## config.mk

```make
export PLATFORM = sky130hd
export DESIGN_NAME = vga_frame_ctrl
export DESIGN_NICKNAME = d
export VERILOG_FILES = /design/src/rtl/vga_timing_pkg.sv /design/src/rtl/vga_sync_gen.sv /design/src/rtl/vga_frame_ctrl.sv
export SDC_FILE = /design/constraint.sdc
export NUM_CORES = 1
export LEC_CHECK = 0
export BUFFER_PORTS_ARGS = -buffer_cell sky130_fd_sc_hd__buf_2
export CORE_MARGIN = 3
export CORE_UTILIZATION = 25
export CTS_CLUSTER_SIZE = 14
export DETAILED_ROUTE_END_ITERATION = 10
export SYNTH_ARGS = -nofsm -noshare
export SYNTH_HDL_FRONTEND = slang
export SYNTH_SLANG_ARGS = --single-unit
```

## constraint.sdc

```tcl
create_clock -name clk -period 3.8 [get_ports clk]
set_input_delay 0.57 -clock clk [delete_from_list [all_inputs] [get_ports clk]]
set_output_delay 0.57 -clock clk [all_outputs]
set_load 0.005 [all_outputs]
```

## src/rtl/vga_timing_pkg.sv

```systemverilog
// VGA 640x480@60 timing constants, grid geometry and fade-FSM types
// shared by vga_sync_gen and vga_frame_ctrl.
package vga_timing_pkg;

  localparam int H_DISPLAY = 640;
  localparam int H_FRONT   = 16;
  localparam int H_SYNC    = 96;
  localparam int H_BACK    = 48;
  localparam int H_TOTAL   =
    H_DISPLAY + H_FRONT + H_SYNC + H_BACK;
  localparam int H_SYNC_START = H_DISPLAY + H_FRONT;
  localparam int H_SYNC_END   = H_SYNC_START + H_SYNC - 1;

  localparam int V_DISPLAY = 480;
  localparam int V_FRONT   = 10;
  localparam int V_SYNC    = 2;
  localparam int V_BACK    = 33;
  localparam int V_TOTAL   =
    V_DISPLAY + V_FRONT + V_SYNC + V_BACK;
  localparam int V_SYNC_START = V_DISPLAY + V_FRONT;
  localparam int V_SYNC_END   = V_SYNC_START + V_SYNC - 1;

  localparam int CELL_BITS = 4;
  localparam int CELLS     = 16;
  localparam int GRID_BITS = CELLS * CELL_BITS;

  localparam int         FADE_FRAMES = 4;
  localparam logic [2:0] FADE_START  = 3'd7;

  typedef enum logic {
    FADE_IDLE,
    FADE_FADING
  } fade_state_t;

endpackage

```

## src/rtl/vga_sync_gen.sv

```systemverilog
// Scan counters and sync decode: x/y, visible, hsync_d/vsync_d (active low),
// frame_start at (0,0), commit on the last cycle before vblank.
module vga_sync_gen #(
  parameter int H_DISPLAY = vga_timing_pkg::H_DISPLAY,
  parameter int H_FRONT   = vga_timing_pkg::H_FRONT,
  parameter int H_SYNC    = vga_timing_pkg::H_SYNC,
  parameter int H_BACK    = vga_timing_pkg::H_BACK,
  parameter int V_DISPLAY = vga_timing_pkg::V_DISPLAY,
  parameter int V_FRONT   = vga_timing_pkg::V_FRONT,
  parameter int V_SYNC    = vga_timing_pkg::V_SYNC,
  parameter int V_BACK    = vga_timing_pkg::V_BACK
) (
  input  logic       clk,
  input  logic       rst_n,
  output logic [9:0] x,
  output logic [9:0] y,
  output logic       visible,
  output logic       hsync_d,
  output logic       vsync_d,
  output logic       frame_start,
  output logic       commit
);

  localparam int HT = H_DISPLAY + H_FRONT + H_SYNC + H_BACK;
  localparam int VT = V_DISPLAY + V_FRONT + V_SYNC + V_BACK;

  localparam logic [9:0] H_LAST = 10'(HT - 1);
  localparam logic [9:0] V_LAST = 10'(VT - 1);
  localparam logic [9:0] H_VIS  = 10'(H_DISPLAY);
  localparam logic [9:0] V_VIS  = 10'(V_DISPLAY);
  localparam logic [9:0] HS_LO  = 10'(H_DISPLAY + H_FRONT);
  localparam logic [9:0] HS_HI  =
    10'(H_DISPLAY + H_FRONT + H_SYNC - 1);
  localparam logic [9:0] VS_LO  = 10'(V_DISPLAY + V_FRONT);
  localparam logic [9:0] VS_HI  =
    10'(V_DISPLAY + V_FRONT + V_SYNC - 1);
  localparam logic [9:0] V_CMT  = 10'(V_DISPLAY - 1);

  always_ff @(posedge clk or negedge rst_n) begin
    if (!rst_n) begin
      x <= '0;
      y <= '0;
    end else if (x == H_LAST) begin
      x <= '0;
      y <= (y == V_LAST) ? '0 : y + 10'd1;
    end else begin
      x <= x + 10'd1;
    end
  end

  assign visible     = (x < H_VIS) && (y < V_VIS);
  assign hsync_d     = !((x >= HS_LO) && (x <= HS_HI));
  assign vsync_d     = !((y >= VS_LO) && (y <= VS_HI));
  assign frame_start = (x == '0) && (y == '0);
  assign commit      = (x == H_LAST) && (y == V_CMT);

endmodule

```

## src/rtl/vga_frame_ctrl.sv

```systemverilog
// VGA frame controller: scan timing, registered pixel/sync out, vblank-synced grid commit.
// Ports: grid_in/new_tiles_in/update in, pixel_in in; grid, new_tiles, new_tiles_counter, x, y, frame_start, hsync, vsync, rrggbb_out out. Fade logic under TILE_FADE_EN.
module vga_frame_ctrl #(
  parameter int H_DISPLAY = vga_timing_pkg::H_DISPLAY,
  parameter int H_FRONT   = vga_timing_pkg::H_FRONT,
  parameter int H_SYNC    = vga_timing_pkg::H_SYNC,
  parameter int H_BACK    = vga_timing_pkg::H_BACK,
  parameter int V_DISPLAY = vga_timing_pkg::V_DISPLAY,
  parameter int V_FRONT   = vga_timing_pkg::V_FRONT,
  parameter int V_SYNC    = vga_timing_pkg::V_SYNC,
  parameter int V_BACK    = vga_timing_pkg::V_BACK
) (
  input  logic        clk,
  input  logic        rst_n,
  input  logic [63:0] grid_in,
  input  logic [15:0] new_tiles_in,
  input  logic        update,
  input  logic [5:0]  pixel_in,
  output logic [63:0] grid,
  output logic [15:0] new_tiles,
  output logic [2:0]  new_tiles_counter,
  output logic [9:0]  x,
  output logic [9:0]  y,
  output logic        frame_start,
  output logic        hsync,
  output logic        vsync,
  output logic [5:0]  rrggbb_out
);

  logic visible;
  logic hsync_d;
  logic vsync_d;
  logic commit;

  vga_sync_gen #(
    .H_DISPLAY(H_DISPLAY),
    .H_FRONT  (H_FRONT),
    .H_SYNC   (H_SYNC),
    .H_BACK   (H_BACK),
    .V_DISPLAY(V_DISPLAY),
    .V_FRONT  (V_FRONT),
    .V_SYNC   (V_SYNC),
    .V_BACK   (V_BACK)
  ) u_sync (
    .clk        (clk),
    .rst_n      (rst_n),
    .x          (x),
    .y          (y),
    .visible    (visible),
    .hsync_d    (hsync_d),
    .vsync_d    (vsync_d),
    .frame_start(frame_start),
    .commit     (commit)
  );

  always_ff @(posedge clk or negedge rst_n) begin
    if (!rst_n) begin
      hsync      <= 1'b1;
      vsync      <= 1'b1;
      rrggbb_out <= '0;
    end else begin
      hsync      <= hsync_d;
      vsync      <= vsync_d;
      rrggbb_out <= visible ? pixel_in : 6'h0;
    end
  end

  logic        pending;
  logic [63:0] pend_grid;
  logic [63:0] next_grid;
  logic        commit_go;

  // An update landing on the commit cycle bypasses the pending regs.
  assign commit_go = commit && (pending || update);
  assign next_grid = update ? grid_in : pend_grid;

  always_ff @(posedge clk or negedge rst_n) begin
    if (!rst_n) begin
      pending   <= 1'b0;
      pend_grid <= '0;
    end else begin
      if (update) pend_grid <= grid_in;
      if (commit)      pending <= 1'b0;
      else if (update) pending <= 1'b1;
    end
  end

  always_ff @(posedge clk or negedge rst_n) begin
    if (!rst_n)         grid <= '0;
    else if (commit_go) grid <= next_grid;
  end

`ifdef TILE_FADE_EN
  localparam int FF = vga_timing_pkg::FADE_FRAMES;
  localparam int PS_W = (FF > 1) ? $clog2(FF) : 1;
  localparam logic [PS_W-1:0] PS_LAST = PS_W'(FF - 1);

  logic [15:0]   pend_new;
  logic [15:0]   next_new;
  logic [PS_W-1:0] prescaler;
  vga_timing_pkg::fade_state_t state;

  assign next_new = update ? new_tiles_in : pend_new;

  always_ff @(posedge clk or negedge rst_n) begin
    if (!rst_n)      pend_new <= '0;
    else if (update) pend_new <= new_tiles_in;
  end

  // Fade only advances once per frame, at the commit point.
  always_ff @(posedge clk or negedge rst_n) begin
    if (!rst_n) begin
      state             <= vga_timing_pkg::FADE_IDLE;
      new_tiles         <= '0;
      new_tiles_counter <= '0;
      prescaler         <= '0;
    end else if (commit_go) begin
      state             <= vga_timing_pkg::FADE_FADING;
      new_tiles         <= next_new;
      new_tiles_counter <= vga_timing_pkg::FADE_START;
      prescaler         <= '0;
    end else if (commit) begin
      unique case (state)
        vga_timing_pkg::FADE_IDLE: begin
          prescaler <= '0;
        end
        vga_timing_pkg::FADE_FADING: begin
          if (prescaler == PS_LAST) begin
            prescaler         <= '0;
            new_tiles_counter <= new_tiles_counter - 3'd1;
            if (new_tiles_counter == 3'd1)
              state <= vga_timing_pkg::FADE_IDLE;
          end else begin
            prescaler <= prescaler + 1'b1;
          end
        end
      endcase
    end
  end
`else
  logic unused_new_tiles;
  assign unused_new_tiles  = ^new_tiles_in;
  assign new_tiles         = '0;
  assign new_tiles_counter = '0;
`endif

endmodule

```

* Yosys cells after proc, flatten, opt, wreduce, memory -nomap -nowiden
Cells that the tools add are included.
Widths: inputs -> output; s select.
** Word-level totals
- Bits in writable memories :: 0
- Bits in latches :: 0
- Word-level logic and storage cells :: 37
- Register bits :: 157
- Memories kept :: 0
- Output and inout port bits :: 112
- Bits in read-only memories :: 0
** Cells by class
- Add/subtract/negate cells :: 2
- Equality and inequality tests :: 3
- Mux-type cells :: 6
- Multiply operators :: 0
- Div/mod/pow operators :: 0
- Bitwise logic cells :: 0
- Order comparisons :: 6
- Shift operators :: 0
- Reductions and logical operators :: 12
** Operators by type and width (number)
- $mux 64 :: 1
- $add 10x1->10 const B :: 2
- $eq 10x10->1 const B :: 2
- $logic_not 10->1 :: 2
- $mux 10 :: 2
- $eq 10x9->1 const B :: 1
- $ge 10x10->1 const B :: 1
- $ge 10x9->1 const B :: 1
- $le 10x10->1 const B :: 1
- $le 10x9->1 const B :: 1
- $lt 10x10->1 const B :: 1
- $lt 10x9->1 const B :: 1
- $logic_and 1x1->1 :: 6
- $mux 6 :: 1
- $logic_not 1->1 :: 2
- $mux 1 :: 2
- $reduce_bool 2->1 :: 1
- $logic_or 1x1->1 :: 1

* Depth between registers and ports, before layout
- Depth in word-level cells :: 3
- Gate-level depth with buffers :: 7
- Gate-level depth less buffers :: 6

* Hierarchy
Synthesis repeated with hierarchy kept, for this count alone.
** Second synthesis, totals
- Cell total of the unflattened synthesis :: 583
- Area, all modules :: 7334.5 um2
** Modules (own cells, without submodules)
- vga_frame_ctrl :: sequential area each 3430.8 um2, instances 1, cells an instance 468, area each 6238.5 um2
- vga_sync_gen :: sequential area each 500.5 um2, instances 1, cells an instance 115, area each 1096.1 um2

* Worst setup path before layout
No wires, ideal clock.
- Path type :: reg-to-reg
- Start :: register u_sync.x[0]
- End :: register grid[0]
- Stages on the path, launching flop included :: 8
- Data arrival time :: 2.172 ns
- Data required time :: 3.675 ns
- Setup time :: 0.125 ns
- Clock period less this slack :: 2.297 ns
- Setup slack :: 1.503 ns
- Cells stage by stage :: dfrtp_1 ha_1 and4_4 nand4_4 or4_4 buf_8 buf_12 mux2_4
** Between the ends
- Word-level cells in the longest chain between the ends :: 3
** Ends and longest elaborated chain
- start, declared :: line vga_sync_gen.sv:15 : output logic [9:0] x,
- start signal, assigned :: line vga_sync_gen.sv:47 : x <= x + 10'd1;
- $eq 10x10->1 :: line vga_sync_gen.sv:55 : assign commit = (x == H_LAST) && (y == V_CMT);
- $logic_and 1x1->1 :: line vga_sync_gen.sv:55
- $logic_and 1x1->1 :: line vga_frame_ctrl.sv:74 : assign commit_go = commit && (pending || update);
- end signal, assigned :: line vga_frame_ctrl.sv:90 : else if (commit_go) grid <= next_grid;
- end, declared :: line vga_frame_ctrl.sv:19 : output logic [63:0] grid,
No other way between the ends.
A chain may end at the register's enable or synchronous reset.

* Worst setup path in the final report
- Start :: register u_sync.x[0]
- End :: register grid[43]
Same word-level chain as after synthesis.

==> out/qor.yml <==
grt_max_degree: 87
period_needed_ps: 2799
synth-simple-area-share: 0.05875
grt.overflow.total: 0
synthMuxAreaShare: 0.2523
cp_cell_sequence: "ha_1, and4_4, nand4_4, or4_4, buf_12, mux2_4"
postSynthAreaPerCell_um2: 15.71
die_height_um: 169.0
grt_util_all_layers: 0.09679
drv_slew: 0
antenna_found_initial: 0
antenna_left: 0
diodes: 0
multiInputGateArea_mm2: 0.002387
final-hold-violation-count: 0
max_freq_mhz: 357.3
synth_edf_count: 0
synth_xor_xnor_area_share: 0.01318
rsz0062_at_grt: "false"
grt_pass1_vias: 4032
wirelength_mm: 13.44
cts_max_level: 4
critPathRequiredTime_ps: 4090
ys_types: 44
die_w_um: 169.0
cp-end-kind: "flop"
worstSetupStartpoint: "u_sync.x[0]$_DFF_PN0_"
globalplace.congestion: 0.7362
syn_area_mm2: 0.006645
post-route-util: 0.3162
core_area_mm2: 0.02606
dpl.hpwl_mm: 8.825
nNetsFinal: 685
timing.setup.tns_ps: 0
cp.arrival_ps: 3090
synthAdderAreaFrac: 0.009414
die-area_mm2: 0.02857
fin_ws_ps: 1001
cts.repair.resized: 0
clkTransAtPathRegs_ps: 70
slew_headroom: 0.3696
cp_slowest_cell: "or4_4"
netlist_instances: 423
pwr_density_cell_mw_per_mm2: 461.2
synth_compound_area_frac: 0.01487
rows: 59
crit_type: "reg2reg"
numCtsBuffers: 17
dr.first_iter.drc_count: 127
seqCellArea_mm2: 0.003931
skew_ps: 11.38
ys.flop_type: "dfrtp_1"
drc: 0
irDropWorstVdd_v: 0.0001961
drive_above_1_share: 0.5596
area_growth_pct: 24.01
wl_per_cell_um: 14.32
cts.sink_count: 157
holdCritPathClass: "in2async"
clockRootBuffer: "clkbuf_16"
final_cell_mix: "164 x buf_2, 155 x dfrtp_1, 68 x mux2_2"
pin_count: 201
cts_tree: "done"
clk_latency_ps: 420
crit_path_max_incr_delay_ps: 870
r2r_start: "u_sync.x[0]$_DFF_PN0_"
hold_ws_ps: 159.5
instances_no_fill: 939
vias: 3837
worst-path-buf-inv: 1
start_util: 0.2550
cp_top_family: "simple AND/OR/NAND/NOR gates"
postCtsSetupRepairBufs: 0
ctsHoldBuffers: 0
crit_fanout: 37
grt_first_pass_wirelength_mm: 21.91
synth_top_family_by_area: "multiplexers"
async_reset_ff_frac: 1.000
numPortBuffers: 165
tightest_slew_ps: 945.7
dp_slack_ps: 984.4
setup_viol: 0
final_common_cell: "buf_2"
ys_seq_area_frac: 0.5916
n_fill_cell: 2632
cap_violations: 0
first_pass_iters: 4
synth_seq_cells: 157
placed_cells: 907
clk_path_buf_depth: 2
status: "finished clean"
period_share: 0.7366
cp-start-kind: "flop"
leakage_nw: 4.208
synth_warnings: 0
via_per_inst: 4.086
==> per-layer routing <==
metal,part of all wire,GRT usage
met3,0.065,0.03106
met2,0.45,0.1459
met1,0.48,0.1318
met5,0,0
met4,0.012,0.03282
==> flip-flops by register name, indices dropped and copies added (netlist names) <==
register and flops:
u_sync.x 10, rrggbb_out 6, pending 1, vsync 1
u_sync.y 10, pend_grid 64, grid 64, hsync 1
==> layout make-up <==
cell class,count,share of cell area
well taps,335,0.05087
inverters,6,0.002733
multi-input cells,241,0.2897
repair buffers,168,0.1067
clock buffers,19,0.05375
flip-flops and latches,157,0.4771
clock inverters,13,0.01913
==> metrics by stage <==
stage	power (mW)	area [µm²]
after global placement	2.090	7640
after detailed placement	2.099	7640
after CTS	3.883	8240
after global routing	3.990	8240
after floorplan	1.986	6713
final	3.800	8240
==> synth_stat cells (5+ instances only) <==
library cell  number  area share
inv_1              6      0.0034
nand2_1            7      0.0040
mux2_4            60        0.14
and2_1             6      0.0056
xor2_1             6      0.0079
buf_4             23       0.026
buf_6              5      0.0085
dfrtp_1          155        0.58
buf_12             6       0.018
mux2_2            68        0.12
ha_1               5      0.0094
nor2_1             7      0.0040
nand3_1           11      0.0083
==> final timing paths <==
check | endpoint | slack [ps] | cells after the start
min in group clk | rrggbb_out[0]$_DFF_PN0_ | 360 | 2
min | pend_grid[0]$_DFF_PN0_ | 160 | 1
max | grid[43]$_DFFE_PN0P_ | 1000 | 6
max reg2reg | grid[43]$_DFFE_PN0P_ | 1000 | 6
max in group asynchronous | grid[40]$_DFFE_PN0P_ | 2750 | 2
min reg2reg | pending$_DFFE_PN0P_ | 490 | 2
==> logic make-up after synthesis <==
| group | count (synthesis) |
|---|---|
| AO/OA/AOI/OAI | 15 |
| XOR/XNOR | 10 |
| adder cells (fa/ha/maj) | 5 |
| buffers and inverters | 43 |
| flip-flops | 157 |
| multiplexers | 129 |
| other | 1 |
| AND/OR/NAND/NOR | 63 |
==> where the power goes <==
part           internal, mW  total, mW  switching, mW
logic                 0.145      0.262          0.117
clock network          1.00       1.74          0.737
registers              1.77       1.80         0.0307
total                  2.92       3.80          0.884
No activity file was read; power rests on OpenSTA's default activity.
